## config.mk

```make
export PLATFORM = sky130hd
export DESIGN_NAME = data_out_controller
export DESIGN_NICKNAME = d
export VERILOG_FILES = /design/src/rtl/conv_pkg.sv /design/src/rtl/data_out_controller.sv
export SDC_FILE = /design/constraint.sdc
export NUM_CORES = 1
export LEC_CHECK = 0
export ABC_AREA = 1
export BUFFER_PORTS_ARGS = -buffer_cell sky130_fd_sc_hd__clkbuf_2
export CELL_PAD_IN_SITES_DETAIL_PLACEMENT = 1
export CELL_PAD_IN_SITES_GLOBAL_PLACEMENT = 2
export CORE_ASPECT_RATIO = 0.8
export CORE_MARGIN = 4
export CORE_UTILIZATION = 28
export DETAILED_ROUTE_END_ITERATION = 10
export HOLD_SLACK_MARGIN = 0.12
export MAX_ROUTING_LAYER = met4
export PLACE_DENSITY_LB_ADDON = 0.1
export REMOVE_ABC_BUFFERS = 1
export SYNTH_ARGS = -nofsm -noshare
export SYNTH_HDL_FRONTEND = slang
export SYNTH_SLANG_ARGS = --single-unit
```

## constraint.sdc

```tcl
create_clock -name clk -period 2.7 [get_ports clk]
set_input_delay 0.405 -clock clk [delete_from_list [all_inputs] [get_ports clk]]
set_output_delay 0.405 -clock clk [all_outputs]
set_load 0.01 [all_outputs]
```

## src/rtl/conv_pkg.sv

```systemverilog
// Shared defaults, FSM state encoding and helpers for the result output path.
`timescale 1ns/1ps
package conv_pkg;

  localparam int unsigned DATA_W_DEF = 24;
  localparam int unsigned ADDR_W_DEF = 13;
  localparam int unsigned BYTE_W_DEF = 8;

  typedef enum logic [1:0] {
    ST_IDLE  = 2'd0,
    ST_WRITE = 2'd1,
    ST_SEND  = 2'd2,
    ST_DONE  = 2'd3
  } state_e;

  // Width of a byte index able to address n bytes (at least one bit).
  function automatic int unsigned idx_width(input int unsigned n);
    return (n > 1) ? $clog2(n) : 1;
  endfunction

endpackage

```

## src/rtl/data_out_controller.sv

```systemverilog
// Stores a captured result word to memory, then streams it out LSB byte first.
`timescale 1ns/1ps
module data_out_controller
  import conv_pkg::*;
#(
  parameter int unsigned DATA_W = DATA_W_DEF,
  parameter int unsigned ADDR_W = ADDR_W_DEF,
  parameter int unsigned BYTE_W = BYTE_W_DEF
) (
  input  logic              clk,
  input  logic              rst,
  input  logic              start,
  input  logic [DATA_W-1:0] data,
  input  logic [ADDR_W-1:0] addr,
  output logic              mem_we,
  output logic [ADDR_W-1:0] mem_addr,
  output logic [DATA_W-1:0] mem_din,
  output logic [BYTE_W-1:0] out_data,
  output logic              out_valid,
  input  logic              out_ready,
  output logic              busy,
  output logic              done
);

  localparam int unsigned NBYTES = DATA_W / BYTE_W;
  localparam int unsigned IDX_W  = idx_width(NBYTES);
  localparam logic [IDX_W-1:0] LAST_IDX = IDX_W'(NBYTES - 1);

  state_e              state_q,     state_d;
  logic                start_q,     start_d;
  logic                arm_q,       arm_d;
  logic [IDX_W-1:0]    idx_q,       idx_d;
  logic [DATA_W-1:0]   word_q,      word_d;
  logic [ADDR_W-1:0]   waddr_q,     waddr_d;
  logic                mem_we_q,    mem_we_d;
  logic [BYTE_W-1:0]   out_data_q,  out_data_d;
  logic                out_valid_q, out_valid_d;
  logic                busy_q,      busy_d;
  logic                done_q,      done_d;
  logic                trig_c;
  logic                accept_c;

  // A rising edge counts only once start has been seen low since reset,
  // so a level held high through reset release cannot fire a transfer.
  assign trig_c   = start & ~start_q & arm_q;
  assign accept_c = out_valid_q & out_ready;

  // State register and registered outputs.
  always_ff @(posedge clk) begin
    if (rst) begin
      state_q     <= ST_IDLE;
      start_q     <= 1'b0;
      arm_q       <= ~start;
      idx_q       <= '0;
      word_q      <= '0;
      waddr_q     <= '0;
      mem_we_q    <= 1'b0;
      out_data_q  <= '0;
      out_valid_q <= 1'b0;
      busy_q      <= 1'b0;
      done_q      <= 1'b0;
    end else begin
      state_q     <= state_d;
      start_q     <= start_d;
      arm_q       <= arm_d;
      idx_q       <= idx_d;
      word_q      <= word_d;
      waddr_q     <= waddr_d;
      mem_we_q    <= mem_we_d;
      out_data_q  <= out_data_d;
      out_valid_q <= out_valid_d;
      busy_q      <= busy_d;
      done_q      <= done_d;
    end
  end

  // Next state plus outputs decoded from the next state so they align with it.
  always_comb begin
    state_d     = state_q;
    start_d     = start;
    arm_d       = arm_q | ~start;
    idx_d       = idx_q;
    word_d      = word_q;
    waddr_d     = waddr_q;
    mem_we_d    = 1'b0;
    out_data_d  = '0;
    out_valid_d = 1'b0;
    busy_d      = 1'b0;
    done_d      = 1'b0;

    unique case (state_q)
      ST_IDLE: begin
        if (trig_c) begin
          word_d  = data;
          waddr_d = addr;
          state_d = ST_WRITE;
        end
      end
      ST_WRITE: begin
        idx_d   = '0;
        state_d = ST_SEND;
      end
      ST_SEND: begin
        if (accept_c) begin
          if (idx_q == LAST_IDX) begin
            idx_d   = '0;
            state_d = ST_DONE;
          end else begin
            idx_d = idx_q + IDX_W'(1);
          end
        end
      end
      ST_DONE: begin
        state_d = ST_IDLE;
      end
      default: begin
        state_d = ST_IDLE;
      end
    endcase

    mem_we_d    = (state_d == ST_WRITE);
    out_valid_d = (state_d == ST_SEND);
    done_d      = (state_d == ST_DONE);
    busy_d      = (state_d != ST_IDLE);

    if (state_d == ST_SEND) begin
      for (int unsigned b = 0; b < NBYTES; b++) begin
        if (idx_d == IDX_W'(b)) begin
          out_data_d = word_d[b*BYTE_W +: BYTE_W];
        end
      end
    end
  end

  assign mem_we    = mem_we_q;
  assign mem_addr  = waddr_q;
  assign mem_din   = word_q;
  assign out_data  = out_data_q;
  assign out_valid = out_valid_q;
  assign busy      = busy_q;
  assign done      = done_q;

endmodule

```

== Word-level counts from Yosys, hierarchy flattened ==
Cells that the tools add are included.
Word-level totals
  output and inout bits: 49
  register bits after elaboration: 55
  logic and storage cells: 46
  input port bits: 41
Cells by class
  bitwise operators: 7
  eq/ne operators: 9
  reductions and logical operators: 5
  add/sub/neg operators: 1
  multiplexer cells: 13
Operators by type and width (count)
  24-bit two-way mux: 2
  8-bit two-way mux: 3
  2-bit == test (second input constant): 6
  2-bit two-way mux: 5
  2-bit case mux with 4 select lines: 1
  2-bit by 1-bit == test with 1-bit output (second input constant): 3
  2-bit zero test: 2
  2-bit case mux with 2 select lines: 1
  1-bit AND: 3
  1-bit inverter: 3
  2-bit by 1-bit adder with 2-bit output (second input constant): 1
  2-bit AND reduction: 1
  2-bit nonzero test: 1
  2-bit OR reduction: 1
  1-bit two-way mux: 1
  1-bit bitwise OR: 1

== Logic depth before layout (Yosys ltp) ==
  depth after elaboration: 8
  gate-level depth with buffers: 12

== Least setup slack after synthesis ==
OpenSTA, ideal clock, no wires.
  kind: register to register
  from: reg state_q[0]
  to: reg out_data_q[0] (netlist: out_data[0])
  arrival time: 1493 ps
  stages on the path, launching flop included: 12
  library setup time: 109 ps
  period minus slack after synthesis: 1602 ps
  slack: 1098 ps
  cells stage by stage: dfxtp_1 > inv_1 > ha_1 > inv_2 > nor2_2 > nor2_2 > nand2_4 > buf_8 > nand3_1 > nand3_1 > nand2_1 > inv_1
RTL lines
  from (decl): RTL line data_out_controller.sv:29  | state_e state_q, state_d;
  from (signal assigned): RTL line data_out_controller.sv:63  | state_q <= state_d;
  2-bit == test, or another cell as far along: RTL line data_out_controller.sv:91  | unique case (state_q)
  2-bit case mux with 4 select lines (*): RTL line data_out_controller.sv:91
  via state_d[1]: RTL line data_out_controller.sv:29
  2-bit == test (*): RTL line data_out_controller.sv:126  | if (state_d == ST_SEND) begin
  1-bit inverter (no source line) (*)
  2-bit OR reduction (no source line) (*)
  to (signal assigned): RTL line data_out_controller.sv:70  | out_data_q <= out_data_d;
  to (decl): RTL line data_out_controller.sv:36  | logic [BYTE_W-1:0] out_data_q, out_data_d;
The timed path passes the listed nets; every way through them passes the cells marked *.
A chain may end at the register's enable or synchronous reset.

== Final worst setup path ==
  from: reg state_q[0]
  to: reg out_data_q[1] (netlist: out_data[1])
The elaborated chain is that of the path after synthesis.

==> impl_metrics.yaml <==
outcome:
  status: "finished, final reports clean"
layout:
  drive_gt1_share_pct: 29.3
  fillers: 1030
  regArea_mm2: 0.00110
  n_antenna_cell: 0
  fin_nets: 434
  syn2layout_area_growth_pct: 24.6
  fin_area_mm2: 0.00290
  multiInputGateArea_mm2: 0.00103
floorplanning:
  die_h_um: 89.5
  rows: 29
  ios: 90
  die_w_um: 110
  initial_utilization_pct: 29.0
  dieArea_mm2: 0.00984
  fp.coreArea_mm2: 0.00802
routing:
  vias: 2235
  vias_per_cell: 4.50
  avgRoutedWirePerCell_um: 14.1
  dr.first_iter.drc_count: 67
  firstDrtPassIters: 3
  wl_um: 7000
  remaining_drc_errors: 0
  ant_nets: 0
logic_synthesis:
  ys_seq_area_share_pct: 47.3
  synth_compound_area_share_pct: 9.30
  yosys.area_share.simple_pct: 33.5
  yosys_warnings: 0
  synth_commonest_cells: "94 x nand2_1, 55 x dfxtp_1, 54 x nand3_1"
  syn_inst: 306
  synth_area_leaders: "dfxtp_1 47%, nand2_1 15%, nand3_1 12%, a21oi_1 8.0%, inv_1 2.7%"
  synth_edf_count: 0
  synthMuxAreaShare_pct: 0
  synth_cell_types: 24
  synth_top_area_share_pct: 47.3
  synth_xor_area_share_pct: 0
  synth_fa_ha_area_share_pct: 1.61
  async_reset_ff_share_pct: 0
  synth_top_family_by_area: "simple AND/OR/NAND/NOR gates"
  synth-seq-cells: 55
  syn_area_per_cell_um2: 7.61
  ys.flop_type: "dfxtp_1"
  synth_top_cell_by_area: "dfxtp_1"
  synth_most_common_cell: "nand2_1"
  syn_area_mm2: 0.00233
clocking:
  cts_tree: "built"
  cts_buffers: 5
  cts_root_buf: "clkbuf_8"
  cts_hold_buf: 0
  cts.sinks: 55
  post-cts-setup-buffer-count: 0
  clockBufferDepth: 2
  cts.clk_slew.worst_paths_ns: 0.09
  htree_levels: 2
  worstSkewPairLatency_ns: 0.30
  cts-resized-gates: 0
sta:
  maxSlewHeadroom_pct: 56.1
  slew_viol_final: 0
  skew_ns: 0.00768
  setup_viol: 0
  rsz0062_at_grt: "no"
  fin_crit_ns: 1.93
  finalHoldViolations: 0
  worst_pin_slew_ns: 0.657
  fmax_mhz: 517
  timing.final.crit_share_pct: 71.7
  tns_ns: 0
critical_path:
  start_kind: "flop"
  crit_required_ns: 2.94
  crit_path_end_kind: "flop"
  critPathMaxFanout: 18
  path_class: "flop to flop"
  critPathArrivalTime_ns: 2.18
grt:
  grt_pass1_vias: 2341
  grt_pass1_wl_um: 11500
  grtUsageTotal_pct: 15.4
  grt.overflow.total: 0
  grt_max_degree: 27
  antenna_found_initial: 0
power_and_ir_drop:
  p_per_area_mw_per_mm2: 579
  p_leak_nw: 1.47
  power.total_w: 0.00168
  ir_drop_mv: 0.220
hold_path:
  min_path_type: "input pin to flop"
flow_run:
  cap_violations: 0
place:
  gp_congestion: 0.745
  portBuffers: 89
  place_area_mm2: 0.00283
  hpwl_um: 4980
==> logic make-up after synthesis <==
| family | after synthesis |
|---|---|
| fa+ha+maj | 3 |
| flops | 55 |
| buf+inv | 37 |
| simple gates | 169 |
| compound gates | 42 |
==> worst max-delay path, stage by stage (launching register included) <==
cell and delay, ns:
dfxtp_1 0.34, inv_1 0.09, ha_1 0.40, inv_2 0.16
nor2_2 0.06, nor2_2 0.15, nand2_4 0.17, inv_2 0.21
nand3_1 0.10, nand3_1 0.08, nand2_1 0.05, inv_1 0.06
==> registers in the layout (all words and copies together) (netlist names) <==
name,flops
arm_q,1
busy,1
done,1
idx_q,2
mem_addr,13
mem_din,24
mem_we,1
out_data,8
out_valid,1
start_q,1
state_q,2
==> per-layer routing <==
metal  part of all wire (%)  track usage [%]
met5                      0                -
met4                   0.43             2.72
met3                    4.4             3.61
met2                     46             24.6
met1                     49             20.3
==> final timing paths <==
| check | from | to | slack, ns | cells past startpoint |
|---|---|---|---|---|
| min | start | arm_q | 0.30 | 2 |
| max reg2reg | state_q[0] | out_data[1] | 0.77 | 11 |
| min reg2reg | mem_addr[1] | mem_addr[1] | 0.47 | 2 |
| max | state_q[0] | out_data[1] | 0.77 | 11 |
==> per-stage QoR <==
step,setup slack (ns),util (%),hold slack (ns),cells
after floorplan,0.0607,-,0.437,289
after global placement,0.805,35.3,0.455,491
after detailed placement,0.770,35.3,0.459,491
after CTS,0.747,36.2,0.295,497
after global routing,0.573,36.2,0.292,497
final,0.765,36.2,0.302,497
==> power breakdown <==
group	switching (W)	total (W)	internal (W)
Combinational	0.000231	0.000361	0.000130
Sequential	0.0000259	0.000888	0.000862
Clock	0.000254	0.000428	0.000174
Total	0.000512	0.00168	0.00117
==> final cells by class <==
| cell class | instances | area share (%) |
|---|---|---|
| Clock buffer | 6 | 2.50 |
| Inverter | 20 | 2.59 |
| Multi-Input combinational cell | 214 | 35.6 |
| Sequential cell | 55 | 38.0 |
| Tap cell | 108 | 4.66 |
| Timing Repair Buffer | 94 | 16.7 |
==> cell usage in the layout (no fill, tap or decap), drive strengths merged <==
cell type / count
clkbuf: 95
buf: 5
o21ai: 4
inv: 20
nor2: 13
nand3: 57
a21oi: 37
o21bai: 1
nand2: 96
nand4: 2
ha: 3
dfxtp: 55
nor3: 1
Power figures use the tool's default switching activity.
